`src/rtl/bk_wide_add_seq_pkg.sv`:
```
// Shared constants and state encoding for the sequential wide adder.
// Optional subtract support is selected by the BK_SUB_EN macro in the users of this package.
package bk_pkg;

  localparam int BK_LANE_W     = 32;
  localparam int BK_MAX_NWORDS = 8;

  typedef enum logic [1:0] {
    BK_ST_IDLE = 2'd0,
    BK_ST_RUN  = 2'd1,
    BK_ST_DONE = 2'd2
  } bk_state_e;

  // Lane counter width; a single-lane build still keeps a 1-bit counter.
  function automatic int bk_cnt_w(input int n);
    return (n > 1) ? $clog2(n) : 1;
  endfunction

endpackage

```
`src/rtl/bk_wide_add_seq_if.sv`:
```
// Operand/result handshake bundle for bk_wide_add_seq.
// in_sub exists only when BK_SUB_EN is defined.
interface bk_wide_add_seq_if #(
  parameter int NWORDS = 4
) ();

  logic                                  in_valid;
  logic                                  in_ready;
  logic [bk_pkg::BK_LANE_W*NWORDS-1:0]   in_a;
  logic [bk_pkg::BK_LANE_W*NWORDS-1:0]   in_b;
  logic                                  in_cin;
`ifdef BK_SUB_EN
  logic                                  in_sub;
`endif
  logic                                  out_valid;
  logic                                  out_ready;
  logic [bk_pkg::BK_LANE_W*NWORDS-1:0]   out_sum;
  logic                                  out_cout;
  logic                                  busy;

  modport slave (
`ifdef BK_SUB_EN
    input  in_sub,
`endif
    input  in_valid, in_a, in_b, in_cin, out_ready,
    output in_ready, out_valid, out_sum, out_cout, busy
  );

  modport master (
`ifdef BK_SUB_EN
    output in_sub,
`endif
    output in_valid, in_a, in_b, in_cin, out_ready,
    input  in_ready, out_valid, out_sum, out_cout, busy
  );

endinterface

```
`src/rtl/bk_wide_add_seq_brent_kung32.sv`:
```
// 32-bit Brent-Kung parallel-prefix adder (combinational), shared by the lane sequencer.
module brent_kung32 (
  input  logic [31:0] a,
  input  logic [31:0] b,
  input  logic        cin,
  output logic [31:0] sum,
  output logic        cout
);

  logic [31:0] w_p0;
  logic [31:0] w_g;
  logic [31:0] w_p;

  assign w_p0 = a ^ b;

  always_comb begin
    w_g    = a & b;
    w_p    = w_p0;
    // Fold the carry-in into bit 0 so every group generate is a true carry.
    w_g[0] = w_g[0] | (w_p0[0] & cin);
    for (int l = 0; l < 5; l++) begin
      for (int i = (2 << l) - 1; i < 32; i += (2 << l)) begin
        w_g[i] = w_g[i] | (w_p[i] & w_g[i - (1 << l)]);
        w_p[i] = w_p[i] & w_p[i - (1 << l)];
      end
    end
    for (int l = 3; l >= 0; l--) begin
      for (int i = 3 * (1 << l) - 1; i < 32; i += (2 << l)) begin
        w_g[i] = w_g[i] | (w_p[i] & w_g[i - (1 << l)]);
        w_p[i] = w_p[i] & w_p[i - (1 << l)];
      end
    end
  end

  assign sum  = w_p0 ^ {w_g[30:0], cin};
  assign cout = w_g[31];

endmodule

```
`src/rtl/bk_wide_add_seq.sv`:
```
// Wide adder that time-shares one brent_kung32 across NWORDS lanes, LSB lane first.
// Define BK_SUB_EN to add the in_sub (A - B) mode.
module bk_wide_add_seq
  import bk_pkg::*;
#(
  parameter int NWORDS = 4
) (
  input  logic           clk,
  input  logic           rst,
  bk_wide_add_seq_if.slave bus
);

  localparam int CNT_W = bk_cnt_w(NWORDS);
  localparam int W     = BK_LANE_W * NWORDS;

  bk_state_e              r_state;
  bk_state_e              w_next;
  logic [CNT_W-1:0]       r_cnt;
  logic                   r_carry;
  logic [W-1:0]           r_a;
  logic [W-1:0]           r_b;
  logic [W-1:0]           r_sum;
  logic                   r_cout;
`ifdef BK_SUB_EN
  logic                   r_sub;
`endif

  logic                   w_in_ready;
  logic                   w_out_valid;
  logic                   w_busy;
  logic                   w_last;
  logic [BK_LANE_W-1:0]   w_a_lane;
  logic [BK_LANE_W-1:0]   w_b_lane;
  logic [BK_LANE_W-1:0]   w_b_adder;
  logic [BK_LANE_W-1:0]   w_lane_sum;
  logic                   w_lane_cout;

  always_comb begin
    w_a_lane = '0;
    w_b_lane = '0;
    for (int i = 0; i < NWORDS; i++) begin
      if (r_cnt == CNT_W'(i)) begin
        w_a_lane = r_a[i*BK_LANE_W +: BK_LANE_W];
        w_b_lane = r_b[i*BK_LANE_W +: BK_LANE_W];
      end
    end
  end

`ifdef BK_SUB_EN
  assign w_b_adder = r_sub ? ~w_b_lane : w_b_lane;
`else
  assign w_b_adder = w_b_lane;
`endif

  brent_kung32 u_add (
    .a   (w_a_lane),
    .b   (w_b_adder),
    .cin (r_carry),
    .sum (w_lane_sum),
    .cout(w_lane_cout)
  );

  assign w_last = (r_cnt == CNT_W'(NWORDS - 1));

  always_ff @(posedge clk or posedge rst) begin
    if (rst) r_state <= BK_ST_IDLE;
    else     r_state <= w_next;
  end

  always_comb begin
    w_next      = r_state;
    w_in_ready  = 1'b0;
    w_out_valid = 1'b0;
    w_busy      = 1'b0;
    case (r_state)
      BK_ST_IDLE: begin
        w_in_ready = 1'b1;
        if (bus.in_valid) w_next = BK_ST_RUN;
      end
      BK_ST_RUN: begin
        w_busy = 1'b1;
        if (w_last) w_next = BK_ST_DONE;
      end
      BK_ST_DONE: begin
        w_busy      = 1'b1;
        w_out_valid = 1'b1;
        if (bus.out_ready) w_next = BK_ST_IDLE;
      end
      default: w_next = BK_ST_IDLE;
    endcase
  end

  always_ff @(posedge clk or posedge rst) begin
    if (rst) begin
      r_cnt   <= '0;
      r_carry <= 1'b0;
      r_a     <= '0;
      r_b     <= '0;
      r_sum   <= '0;
      r_cout  <= 1'b0;
`ifdef BK_SUB_EN
      r_sub   <= 1'b0;
`endif
    end else begin
      case (r_state)
        BK_ST_IDLE: begin
          if (bus.in_valid && w_in_ready) begin
            r_a   <= bus.in_a;
            r_b   <= bus.in_b;
            r_cnt <= '0;
`ifdef BK_SUB_EN
            // Two's-complement subtract: invert B lanes and inject a carry of one.
            r_sub   <= bus.in_sub;
            r_carry <= bus.in_sub ? 1'b1 : bus.in_cin;
`else
            r_carry <= bus.in_cin;
`endif
          end
        end
        BK_ST_RUN: begin
          for (int i = 0; i < NWORDS; i++) begin
            if (r_cnt == CNT_W'(i)) r_sum[i*BK_LANE_W +: BK_LANE_W] <= w_lane_sum;
          end
          r_carry <= w_lane_cout;
          if (w_last) r_cout <= w_lane_cout;
          else        r_cnt  <= r_cnt + 1'b1;
        end
        default: ;
      endcase
    end
  end

  assign bus.in_ready  = w_in_ready;
  assign bus.out_valid = w_out_valid;
  assign bus.busy      = w_busy;
  assign bus.out_sum   = r_sum;
  assign bus.out_cout  = r_cout;

endmodule

```
`src/flat_wrapper.sv`:
```
// flat-port wrapper written by rule: the top's interface ports become plain ports
module bk_wide_add_seq_flat import bk_pkg::*;
#(
  parameter int NWORDS = 4
)
  (clk, rst, bus_in_valid, bus_in_a, bus_in_b, bus_in_cin, bus_out_ready, bus_in_ready, bus_out_valid, bus_out_sum, bus_out_cout, bus_busy);
  bk_wide_add_seq_if #(.NWORDS(NWORDS)) bus_i ();
  input  logic clk;
  input  logic rst;
  input wire logic [$bits(bus_i.in_valid)-1:0] bus_in_valid;
  input wire logic [$bits(bus_i.in_a)-1:0] bus_in_a;
  input wire logic [$bits(bus_i.in_b)-1:0] bus_in_b;
  input wire logic [$bits(bus_i.in_cin)-1:0] bus_in_cin;
  input wire logic [$bits(bus_i.out_ready)-1:0] bus_out_ready;
  output wire logic [$bits(bus_i.in_ready)-1:0] bus_in_ready;
  output wire logic [$bits(bus_i.out_valid)-1:0] bus_out_valid;
  output wire logic [$bits(bus_i.out_sum)-1:0] bus_out_sum;
  output wire logic [$bits(bus_i.out_cout)-1:0] bus_out_cout;
  output wire logic [$bits(bus_i.busy)-1:0] bus_busy;
  assign bus_i.in_valid = bus_in_valid;
  assign bus_i.in_a = bus_in_a;
  assign bus_i.in_b = bus_in_b;
  assign bus_i.in_cin = bus_in_cin;
  assign bus_i.out_ready = bus_out_ready;
  assign bus_in_ready = bus_i.in_ready;
  assign bus_out_valid = bus_i.out_valid;
  assign bus_out_sum = bus_i.out_sum;
  assign bus_out_cout = bus_i.out_cout;
  assign bus_busy = bus_i.busy;
  bk_wide_add_seq #(.NWORDS(NWORDS)) u_core (.clk(clk), .rst(rst), .bus(bus_i));
endmodule
```
`config.mk`:
```
export PLATFORM = sky130hd
export DESIGN_NAME = bk_wide_add_seq_flat
export DESIGN_NICKNAME = d
export VERILOG_FILES = /design/src/rtl/bk_wide_add_seq_pkg.sv /design/src/rtl/bk_wide_add_seq_if.sv /design/src/rtl/bk_wide_add_seq_brent_kung32.sv /design/src/rtl/bk_wide_add_seq.sv /design/src/flat_wrapper.sv
export SDC_FILE = /design/constraint.sdc
export NUM_CORES = 1
export LEC_CHECK = 0
export ABC_CLOCK_PERIOD_IN_PS = 29000
export BUFFER_PORTS_ARGS = -buffer_cell sky130_fd_sc_hd__buf_2
export CAP_MARGIN = 0
export CORE_UTILIZATION = 60
export CTS_BUF_LIST = sky130_fd_sc_hd__clkbuf_8
export DETAILED_ROUTE_END_ITERATION = 8
export PLACE_DENSITY = 0.93
export RECOVER_POWER = 50
export SLEW_MARGIN = 20
export SYNTH_ARGS = -nofsm -noshare
export SYNTH_HDL_FRONTEND = slang
export SYNTH_SLANG_ARGS = --single-unit
```
`constraint.sdc`:
```
create_clock -name clk -period 29 [get_ports clk]
set_input_delay 5.8 -clock clk [delete_from_list [all_inputs] [get_ports clk]]
set_output_delay 5.8 -clock clk [all_outputs]
set_load 0.01 [all_outputs]
```
======== After elaboration in Yosys (flattened, before gate mapping) ========
Cells that the tools add are included.
operators by class
  add/sub/neg operators ................... 1
  reduce and logical (&&, ||, !) cells .... 13
  bitwise operators ....................... 145
  equality and inequality tests ........... 10
  muxes and demuxes ....................... 20
operators with widths
  cell                   number
  $mux W32               8
  $and A1 B1 Y1          84
  $xor A32 B32 Y32       2
  $or A1 B1 Y1           58
  $and A32 B32 Y32       1
  $reduce_and A2 Y1      6
  $mux W2                5
  $eq A2 B2 Y1 const B   3
  $ne A2 B2 Y1 const B   3
  $pmux W2 S3            1
  $reduce_and A3 Y1      2
  $eq A2 B1 Y1 const B   2
  $logic_not A2 Y1       2
  $mux W1                4
  $ne A2 B1 Y1 const B   2
  $pmux W2 S2            1
  $add A2 B1 Y2 const B  1
  $pmux W1 S2            1
  $reduce_bool A2 Y1     1
  $reduce_or A2 Y1       1
  $logic_and A1 B1 Y1    1
storage, ports and cells
  input bits .............................. 261
  flip-flop bits (word level) ............. 390

======== Longest topological paths before layout ========
  depth in word-level cells ............... 25
  depth in mapped cells ................... 21
  depth with buffers taken out ............ 19

======== Hierarchy ========
Synthesis repeated with hierarchy kept, for this count alone.
unflattened totals
  cell total of the unflattened synthesis .. 1344
  area, all modules ....................... 18811.8 um^2
modules (own cells, without submodules)
  module           instances  area each (um^2)  seq. area each (um^2)  cells each
  bk_wide_add_seq  1          17475.5           9759.4                 1194
  brent_kung32     1          1336.3            0.0                    150

======== Least setup slack after synthesis ========
No wires, ideal clock.
  path type ............................... input to register
  start point ............................. input bus_in_valid
  end point ............................... register u_core.r_a[100]
  slack ................................... 22012 ps
  arrival time ............................ 6863 ps
  stages on the path ...................... 4
  setup time .............................. 125 ps
  buffers on the path ..................... 2
  path through ............................ nand2_1 -> clkbuf_1 -> clkbuf_1 -> mux2_2
between the ends
  word-level cells in the longest chain between the ends .. 2
ends and longest elaborated chain
  element                             RTL line                text
  start: declaration                  flat_wrapper.sv:10      input wire logic [$bits(bus_i.in_valid)-1:0] bus_in_valid;
  $logic_and A1 B1 Y1                 bk_wide_add_seq.sv:107  if (bus.in_valid && w_in_ready) begin
  $reduce_and A2 Y1 (no source line)  n/a
  end signal: assignment              bk_wide_add_seq.sv:108  r_a <= bus.in_a;
  end: declaration                    bk_wide_add_seq.sv:20   logic [W-1:0] r_a;
No other way between the ends.
A chain may end at the register's enable or synchronous reset.

==> results.md <==
- Outcome: complete, but fails checks
- Violated checks: max-capacitance violations, max-slew violations
- Worst EP required: between 20 and 30 ns
- Clock Skew: approximately 0.031 ns
- Share of cells above drive strength 1: between 30% and 40%
- Pleak: between 0.009 and 0.01 uW
- WL per Instance: roughly 20 um
- Root Buffer: clkbuf_8
- Die X: roughly 170 um
- Routability cong.: 0.8870
- #FFs+latches synth: approximately 400
- Tcrit/Tclk final: between 30% and 40%
- Worst-skew pair later-pin latency: 0.61 ns
- Worst Hold Class: reg2reg
- Setup Buffers After CTS: 0
- Setup tns final: 0 ns
- Seq/Total Area, Yosys: a little over half
- Placed Cells: approximately 2300
- Vias per Instance: around 5.8
- Worst EP arrival: between 10 and 15 ns
- RSZ-0062 raised after global routing: false
- Critical path startpoint category: primary input
- First-pass GRT wire length: around 76 mm
- Worst R2R Path Depth: 20
- CTS Hold Buffers Added: 0
- Number of port buffers: between 300 and 400
- Synth top area cells: dfrtp_1, mux2_2, nand2_1
- Area grow syn2layout: 18.85%
- Antenna-violating nets left: 0
- Worst-case clock buffer depth: 3
- Detailed Place HPWL: roughly 34 mm
- # IOs: 393
- Largest net degree at the start of global routing: about 190
- Vias in the first global route: about 14000
- Drt total wl: ~50 mm
- Layout fillers: 2007
- Syn_nets: approximately 1900
- Total die area: around 0.030 mm2
- Ys Warns: 0
- Most frequent cells after synthesis: dfrtp_1, mux2_2, nand2_1
- Pins Over Slew Limit: roughly 210
- Ys async rst share: 100.0%
- Rel. slew slack: -261.4%
- Netlist cell types: 40
- Drt first pass iters: 5
- Initial DRC count: 1246
- Initial Util: roughly three fifths
- Antenna violations before repair: 30
- Area of the multi-input gates: around 0.0076 mm2
- Synthesized instance count: between 1500 and 2000
- Maximum vdd drop: between 0.00008 and 0.00009 V
- TritonCTS Buffers: a little over 60
- Final #Nets: 2288
- Global Route Usage Sum: between 30% and 40%
- Clk slew on worst S/H paths: 0.06 ns
- Storage cell area: ~0.0098 mm2
- Core Area: around 0.029 mm2
- Endpoints failing setup: 0
- DR DRC count: 0
- Post-CTS sizing: 0
- H-tree Lvls: 2
- PwrDens: around 140 mW/mm2
- Count leader, synth: dfrtp_1
- Crit end category: asynchronous set/reset pin
- CP max FO: roughly 120
- Final non-filler cell total: 2428
- CP Class: in2async
- Num rows: between 60 and 70
- Worst-margin pin slew: 5.391 ns
- Max Cap Violations: 3
- Clk sinks: approximately 400
- EDFF count, synth: 0
- Post-synth top area cell: dfrtp_1
- Hold path cells: 2
- Via count: 14004
- Die height: between 150 and 200 um
- Share of the synthesized area in the top cell type: a little over half
- Netlist Area Pre-Place: between 0.015 and 0.02 mm2
- Tmin final: roughly 9.6 ns
- Final hold viol count: 0
- Global route total overflow: 0
- CTS tree: yes
- Maximum clock rate: roughly 100 MHz
- Avg Cell Area, Syn: around 11 um2
- Top_reg_cell synth: dfrtp_1
registers in the layout, indices dropped and copies added, names as in the netlist:
register             cells
u_core.bus.out_sum     128
u_core.r_a             128
u_core.r_b             128
u_core.r_cnt             2
u_core.r_state           2
u_core.bus.out_cout      1
u_core.r_carry           1
power by group:
group | switching (uW) | internal, uW | total, uW | leakage, uW
clock | 210 | 272 | 482 | 0.000740
combinational | 951 | 603 | 1550 | 0.00445
sequential | 157 | 819 | 976 | 0.00470
worst max-delay path: stages:
cell and delay, ns:
buf_2 0.10, clkinvlp_2 2.98, buf_4 1.12
stage by stage:
stage                     instance area [um2]  hold slack, ns  util (%)  total power (uW)  setup WS [ns]
final                                   21160          0.4739     73.12              3013          19.41
after global routing                    21160          0.4999     73.11              3209          18.58
after CTS                               21280          0.4791     73.55              3013          20.97
after detailed placement                20000          0.4648     69.11              2512          20.33
after global placement                  20000          0.4560     69.11              2412          20.41
after floorplan                         17800          0.4793         -              1985          12.36
kinds of logic (layout without fill, tap and decap cells):
| logic type | after synthesis | after routing | synth area share [%] |
|---|---|---|---|
| buffers and inverters | 136 | 542 | 2.917 |
| XOR/XNOR | 15 | 15 | 0.7380 |
| multiplexers | 277 | 277 | 17.51 |
| other | 0 | 27 | 0 |
| AND/OR/NAND/NOR | 384 | 384 | 8.785 |
| adder cells (fa/ha/maj) | 54 | 54 | 4.512 |
| AO/OA/AOI/OAI | 355 | 355 | 10.71 |
| flip-flops | 390 | 390 | 54.82 |
layout by cell type, fill, tap and decap left out, types with 2 or more instances in the layout:
cell / count
nor2_1: 114
nor2b_1: 4
xnor2_1: 3
nand4_1: 2
clkbuf_1: 132
a21o_1: 17
o2111ai_1: 2
nand3b_1: 24
dfrtp_1: 390
nand2_2: 2
nand2_4: 2
diode_2: 27
clkbuf_8: 77
mux2_2: 275
nand3_1: 2
ha_1: 34
bufinv_16: 4
nand2_1: 229
clkinv_2: 6
nand2b_1: 3
ha_4: 3
o21a_1: 4
buf_2: 261
a211oi_1: 2
a21oi_1: 160
xor2_1: 12
o21ai_0: 159
a22oi_1: 2
buf_4: 7
inv_1: 53
fa_1: 17
cell type report:
cell class	instances	share of cell area (%)
clock inverters	30	1.064
clock buffers	77	5.009
multi-input cells	1085	35.74
flip-flops and latches	390	46.13
well taps	384	2.271
repair buffers	401	8.859
diodes	27	0.3193
inverters	34	0.6091
per-layer routing:
layer / vias to the layer above / global-route usage [%] / routed length (um)
met5: - / 0 / 32
met4: 6 / 16.74 / 2337
met3: 168 / 6.846 / 3813
met2: 685 / 49.68 / 22890
met1: 6857 / 43.29 / 20440
li1: 6288 / - / -
worst paths after layout:
check | startpoint | to | slack [ns]
min in group asynchronous | rst | u_core.bus.out_sum[1]$_DFFE_PP0P_ | 6.86
worst max-delay path | rst | u_core.r_b[95]$_DFFE_PP0P_ | 19.41
worst min-delay path | u_core.bus.out_sum[90]$_DFFE_PP0P_ | u_core.bus.out_sum[90]$_DFFE_PP0P_ | 0.47
max in group clk | bus_in_valid | u_core.r_a[114]$_DFFE_PP0P_ | 19.91
worst max register to register | u_core.r_cnt[0]$_DFFE_PP0P_ | u_core.bus.out_sum[119]$_DFFE_PP0P_ | 21.24
worst min register to register | u_core.bus.out_sum[90]$_DFFE_PP0P_ | u_core.bus.out_sum[90]$_DFFE_PP0P_ | 0.47
Power figures use the tool's default switching activity.
